==> config.mk <==
export PLATFORM = sky130hd
export DESIGN_NAME = mulmod_barrett_pipe
export DESIGN_NICKNAME = d
export VERILOG_FILES = /design/src/rtl/mulmod_barrett_pipe.sv
export SDC_FILE = /design/constraint.sdc
export NUM_CORES = 2
export LEC_CHECK = 0
export CORE_UTILIZATION = 50
export DETAILED_ROUTE_END_ITERATION = 10
export PLACE_DENSITY = 0.76
export SYNTH_ARGS = -nofsm -noshare
export SYNTH_HDL_FRONTEND = slang
export SYNTH_SLANG_ARGS = --single-unit
==> constraint.sdc <==
create_clock -name clk -period 15.5 [get_ports clk]
set_input_delay 3.1 -clock clk [delete_from_list [all_inputs] [get_ports clk]]
set_output_delay 3.1 -clock clk [all_outputs]
set_load 0.02 [all_outputs]
==> src/rtl/mulmod_barrett_pipe.sv <==
// Pipelined modular multiplier (A*B mod q) using Barrett reduction, with reduce-only and
// pass modes, valid/ready flow control and a tag carried alongside each result.
module mulmod_barrett_pipe #(
    parameter int DATA_WIDTH = 22,
    parameter int MODULUS    = 4194241,
    parameter int MUL_STAGES = 1,
    parameter int BR_STAGES  = 2,
    parameter int TAG_WIDTH  = 4
) (
    input  logic                  clk,
    input  logic                  rst_n,
    input  logic                  in_valid,
    output logic                  in_ready,
    input  logic [1:0]            mode,
    input  logic [DATA_WIDTH-1:0] A_in,
    input  logic [DATA_WIDTH-1:0] B_in,
    input  logic [TAG_WIDTH-1:0]  tag_in,
    output logic                  out_valid,
    input  logic                  out_ready,
    output logic [DATA_WIDTH-1:0] result,
    output logic [TAG_WIDTH-1:0]  tag_out
);
    localparam int W = DATA_WIDTH;
    localparam logic [2*W:0] POW_2W  = (2*W+1)'(1) << (2*W);
    localparam logic [2*W:0] MU_FULL = POW_2W / (2*W+1)'(MODULUS);
    localparam logic [W:0]   MU      = MU_FULL[W:0];
    localparam logic [W+1:0] Q       = (W+2)'(MODULUS);

    if (longint'(MODULUS) <= (longint'(1) << (W-1)) || longint'(MODULUS) >= (longint'(1) << W)) begin : g_bad_modulus
        $error("MODULUS must lie strictly between 2^(W-1) and 2^W");
    end
    if (MUL_STAGES < 1 || BR_STAGES < 2) begin : g_bad_stages
        $error("MUL_STAGES must be >= 1 and BR_STAGES >= 2");
    end

    // Multiplier stages: x is the 2W-bit value to be reduced (or the pass operand).
    logic                 m_v    [MUL_STAGES];
    logic [1:0]           m_mode [MUL_STAGES];
    logic [TAG_WIDTH-1:0] m_tag  [MUL_STAGES];
    logic [2*W-1:0]       m_x    [MUL_STAGES];

    // First Barrett stage: low W+2 bits of x plus the quotient estimate q3.
    logic                 b_v;
    logic [1:0]           b_mode;
    logic [TAG_WIDTH-1:0] b_tag;
    logic [W+1:0]         b_x;
    logic [W:0]           b_q3;

    // Remaining Barrett stages carry the final W-bit result.
    logic                 r_v   [BR_STAGES-1];
    logic [TAG_WIDTH-1:0] r_tag [BR_STAGES-1];
    logic [W-1:0]         r_res [BR_STAGES-1];

    logic           advance;
    logic [2*W-1:0] x_in;
    logic [2*W-1:0] mul_x;
    logic [W:0]     q1;
    logic [W:0]     q3;
    logic [W+1:0]   r0, r1, r2;
    logic [W-1:0]   red;

    assign out_valid = r_v[BR_STAGES-2];
    assign result    = r_res[BR_STAGES-2];
    assign tag_out   = r_tag[BR_STAGES-2];
    assign advance   = ~out_valid | out_ready;
    assign in_ready  = advance;

    always_comb begin
        x_in = (2*W)'(A_in) * (2*W)'(B_in);
        case (mode)
            2'b01:   x_in = {A_in, B_in};
            2'b10:   x_in = (2*W)'(A_in);
            default: x_in = (2*W)'(A_in) * (2*W)'(B_in);
        endcase
    end

    assign mul_x = m_x[MUL_STAGES-1];
    assign q1    = mul_x[2*W-1:W-1];
    assign q3    = (W+1)'(((2*W+2)'(q1) * (2*W+2)'(MU)) >> (W+1));

    // r < 3q always, so W+2 bits hold it and two subtractions finish the job.
    assign r0  = b_x - ((W+2)'(b_q3) * Q);
    assign r1  = (r0 >= Q) ? r0 - Q : r0;
    assign r2  = (r1 >= Q) ? r1 - Q : r1;
    assign red = (b_mode == 2'b10) ? b_x[W-1:0] : W'(r2);

    always_ff @(posedge clk) begin
        if (rst_n) begin
            for (int i = 0; i < MUL_STAGES; i++) begin
                m_v[i]    <= 1'b0;
                m_mode[i] <= '0;
                m_tag[i]  <= '0;
                m_x[i]    <= '0;
            end
            b_v    <= 1'b0;
            b_mode <= '0;
            b_tag  <= '0;
            b_x    <= '0;
            b_q3   <= '0;
            for (int i = 0; i < BR_STAGES-1; i++) begin
                r_v[i]   <= 1'b0;
                r_tag[i] <= '0;
                r_res[i] <= '0;
            end
        end else if (advance) begin
            m_v[0]    <= in_valid;
            m_mode[0] <= mode;
            m_tag[0]  <= tag_in;
            m_x[0]    <= x_in;
            for (int i = 1; i < MUL_STAGES; i++) begin
                m_v[i]    <= m_v[i-1];
                m_mode[i] <= m_mode[i-1];
                m_tag[i]  <= m_tag[i-1];
                m_x[i]    <= m_x[i-1];
            end
            b_v    <= m_v[MUL_STAGES-1];
            b_mode <= m_mode[MUL_STAGES-1];
            b_tag  <= m_tag[MUL_STAGES-1];
            b_x    <= mul_x[W+1:0];
            b_q3   <= q3;
            r_v[0]   <= b_v;
            r_tag[0] <= b_tag;
            r_res[0] <= red;
            for (int i = 1; i < BR_STAGES-1; i++) begin
                r_v[i]   <= r_v[i-1];
                r_tag[i] <= r_tag[i-1];
                r_res[i] <= r_res[i-1];
            end
        end
    end
endmodule
==> results.json <==
{
  "seq_area_frac_synth_pct": 10.6,
  "synth_compound_area_share_pct": 8.59,
  "antenna_found_initial": 1,
  "critPathKind": "in -> reg",
  "start_util_pct": 50.5,
  "drt_wl_total_um": 81900,
  "synth_top_family_by_area": "adder cells",
  "max_stage_delay_ns": 1.35,
  "place_congestion": 0.937,
  "dp_hpwl_um": 64000,
  "ys_seq_elements": 132,
  "fin_tns_setup_ns": 0,
  "rows": 93,
  "worst_slew_pin_slew_ns": 1.32,
  "rsz0062_at_grt": "false",
  "cpMaxStageDelayCell": "clkdlybuf4s50_1",
  "ys_types": 96,
  "syn_avg_cell_area_um2": 9.12,
  "drive_gt1_share_pct": 3.72,
  "grt_usage_pct": 25.8,
  "nFillCells": 5706,
  "drv_slew": 0,
  "vias": 24500,
  "postRouteAntennaNets": 0,
  "yosysTopAreaCell": "fa_1",
  "status": "complete, no violations",
  "critical_path_buf_inv_count": 4,
  "critical_path.most_common_cell": "fa_1",
  "area_growth_pct": 7.23,
  "cts_tree": "built",
  "yosysTopAreaCellShare_pct": 37.0,
  "avgViaCountPerCell": 5.52,
  "fmax_mhz": 89.1,
  "syn_nets": 4611,
  "fin_ws_ns": 4.27,
  "dp_slack_ns": 3.91,
  "clock_latency_ns": 0.46,
  "placed_area_mm2": 0.0341,
  "synthSimpleGateAreaFrac_pct": 13.7,
  "design_area_mm2": 0.0348,
  "syn-cell-area_mm2": 0.0324,
  "core_area_mm2": 0.0642,
  "critPathMaxFanout": 24,
  "ctsResizeCount": 0,
  "synthMuxAreaShare_pct": 0.324,
  "yosys_warnings": 0,
  "hold_path_class": "reg -> reg",
  "antenna_cells": 0,
  "cts-buffers-inserted": 17,
  "grt_pass1_vias": 26100,
  "clkTransAtPathRegs_ns": 0.07,
  "die_x_um": 257,
  "port_buffers": 81,
  "boundaryPins": 82,
  "cts.sinks": 132,
  "synthTopCellsByArea": "fa_1, ha_1, inv_1",
  "worst_setup_path_end_kind": "flip-flop",
  "fin_nets": 4615,
  "die-height_um": 257,
  "die_area_mm2": 0.0659,
  "post-cts-setup-buffers": 0,
  "cap_violations": 0,
  "synth_edf_count": 78,
  "required_ns": 15.70,
  "post-route-period-util_pct": 72.4,
  "grt_max_degree": 72,
  "grt_pass1_wl_um": 135000,
  "syn_inst": 3557,
  "synth_xor_area_share_pct": 3.45,
  "cp_top_family": "adder cells",
  "clockBufferDepth": 2,
  "slew_headroom_pct": 12.0,
  "finClkSkew_ns": 0.0134,
  "cp-start-kind": "input port",
  "hold_viol": 0,
  "cp_data_arrival_time_ns": 11.43,
  "drc": 0,
  "wl_per_cell_um": 18.5,
  "setup_violations": 0,
  "synthAdderAreaFrac_pct": 52.5,
  "htree_num_levels": 4,
  "grt_overflow": 0,
  "async_flop_share_pct": 0,
  "ctsHoldBuffers": 0,
  "first_pass_iters": 6,
  "synth_top_flop_cell": "edfxtp_1",
  "dr.first_iter.drc_count": 1689,
  "root_buffer": "clkbuf_16",
  "fin_crit_ns": 11.23
}
layout make-up:
type | count | area [um2] | share of cell area [%]
sequential | 132 | 3420 | 9.84
timing repair buffer | 133 | 1200 | 3.44
clock inverter | 15 | 208 | 0.597
tap | 855 | 1070 | 3.08
inverter | 789 | 2960 | 8.52
multi-input combinational | 2488 | 25500 | 73.3
clock buffer | 17 | 425 | 1.22
stage by stage:
stage          utilization, %  instances  hold WS [ns]
5_1_grt                  54.1       4429         0.476
3_5_place_dp             53.2       4397         0.443
4_1_cts                  54.1       4429         0.453
6_report                 54.1       4429         0.452
2_1_floorplan               -       3557         0.427
3_3_place_gp             53.2       4397         0.435
per-layer routing:
metal,global-route usage (%),up-vias,share of wire [%]
li1,-,11100,-
met1,32.2,12100,39
met2,44.2,1041,49
met3,4.52,230,8.5
met4,10.3,2,3.9
met5,0,-,0.016
path summary, 6_finish.rpt:
check | startpoint | end | slack, ns | depth (start not counted)
worst min-delay path | b_x[6] | b_x[6] | 0.45 | 2
worst max register to register | b_q3[0] | r_res[0][9] | 5.03 | 35
worst min register to register | b_x[6] | b_x[6] | 0.45 | 2
worst max-delay path | A_in[4] | m_x[0][40] | 4.27 | 27
placed cells by master (no fill, tap or decap), drive strengths merged, types with 6 or more instances in the layout:
master         synthesis  final
nand2b                15     15
or2                    7      7
nand4                 14     14
nand3                 36     36
a211oi                39     39
nand2                506    506
nor2                 101    101
o21bai                13     13
o31ai                  6      6
o2111ai                7      7
xor2                  31     31
a21oi                112    112
xnor2                 95     95
a31oi                 20     20
o21a                  10     10
o22ai                 16     16
and3                  27     27
a21o                  38     38
clkbuf               138     17
nor4                  13     13
a2111oi                6      6
dfxtp                 54     54
ha                   400    400
edfxtp                78     78
a221oi                18     18
inv                  788    796
o211ai                17     17
fa                   600    600
clkdlybuf4s50          0     80
mux2i                  6      6
nor3                  36     36
buf                   10     53
and2                 142    142
or3                   12     12
o21ai                 54     54
nor2b                 11     11
logic make-up (layout without fill, tap and decap cells):
family / after synthesis / in the layout
adder cells (fa/ha/maj): 1000 / 1000
multiplexers: 10 / 10
AND/OR/NAND/NOR: 947 / 947
buffers and inverters: 937 / 954
flip-flops: 132 / 132
AO/OA/AOI/OAI: 405 / 405
XOR/XNOR: 126 / 126
state kept, by name, summed over array words and instances (netlist names), 2 cells and up:
register  count
b_mode        2
b_q3         23
b_tag         4
b_x          24
m_mode        2
m_tag         4
m_x          44
r_res        22
r_tag         4
worst reg2reg max path: cells and delay by family, from the launching register on:
| kind | cells | cell delay (ns) |
|---|---|---|
| AOI/OAI and AO/OA | 10 | 2.70 |
| adders and majority gates | 9 | 4.00 |
| buffers and inverters | 6 | 0.87 |
| and+or+nand+nor | 10 | 2.14 |
| DFF | 1 | 0.65 |
cell usage after synthesis (all sizes together) (17+ instances only):
library cell,n
and2,142
nand3,36
nor2,101
o21ai,54
a21oi,112
edfxtp,78
and3,27
xnor2,95
a211oi,39
o211ai,17
a21o,38
dfxtp,54
fa,600
inv,788
nand2,506
ha,400
nor3,36
xor2,31
a221oi,18
a31oi,20
clkbuf,138
Power is left out: the tool's default activity adds up to more than one toggle a clock period on the data nets, which glitch-free logic cannot reach.
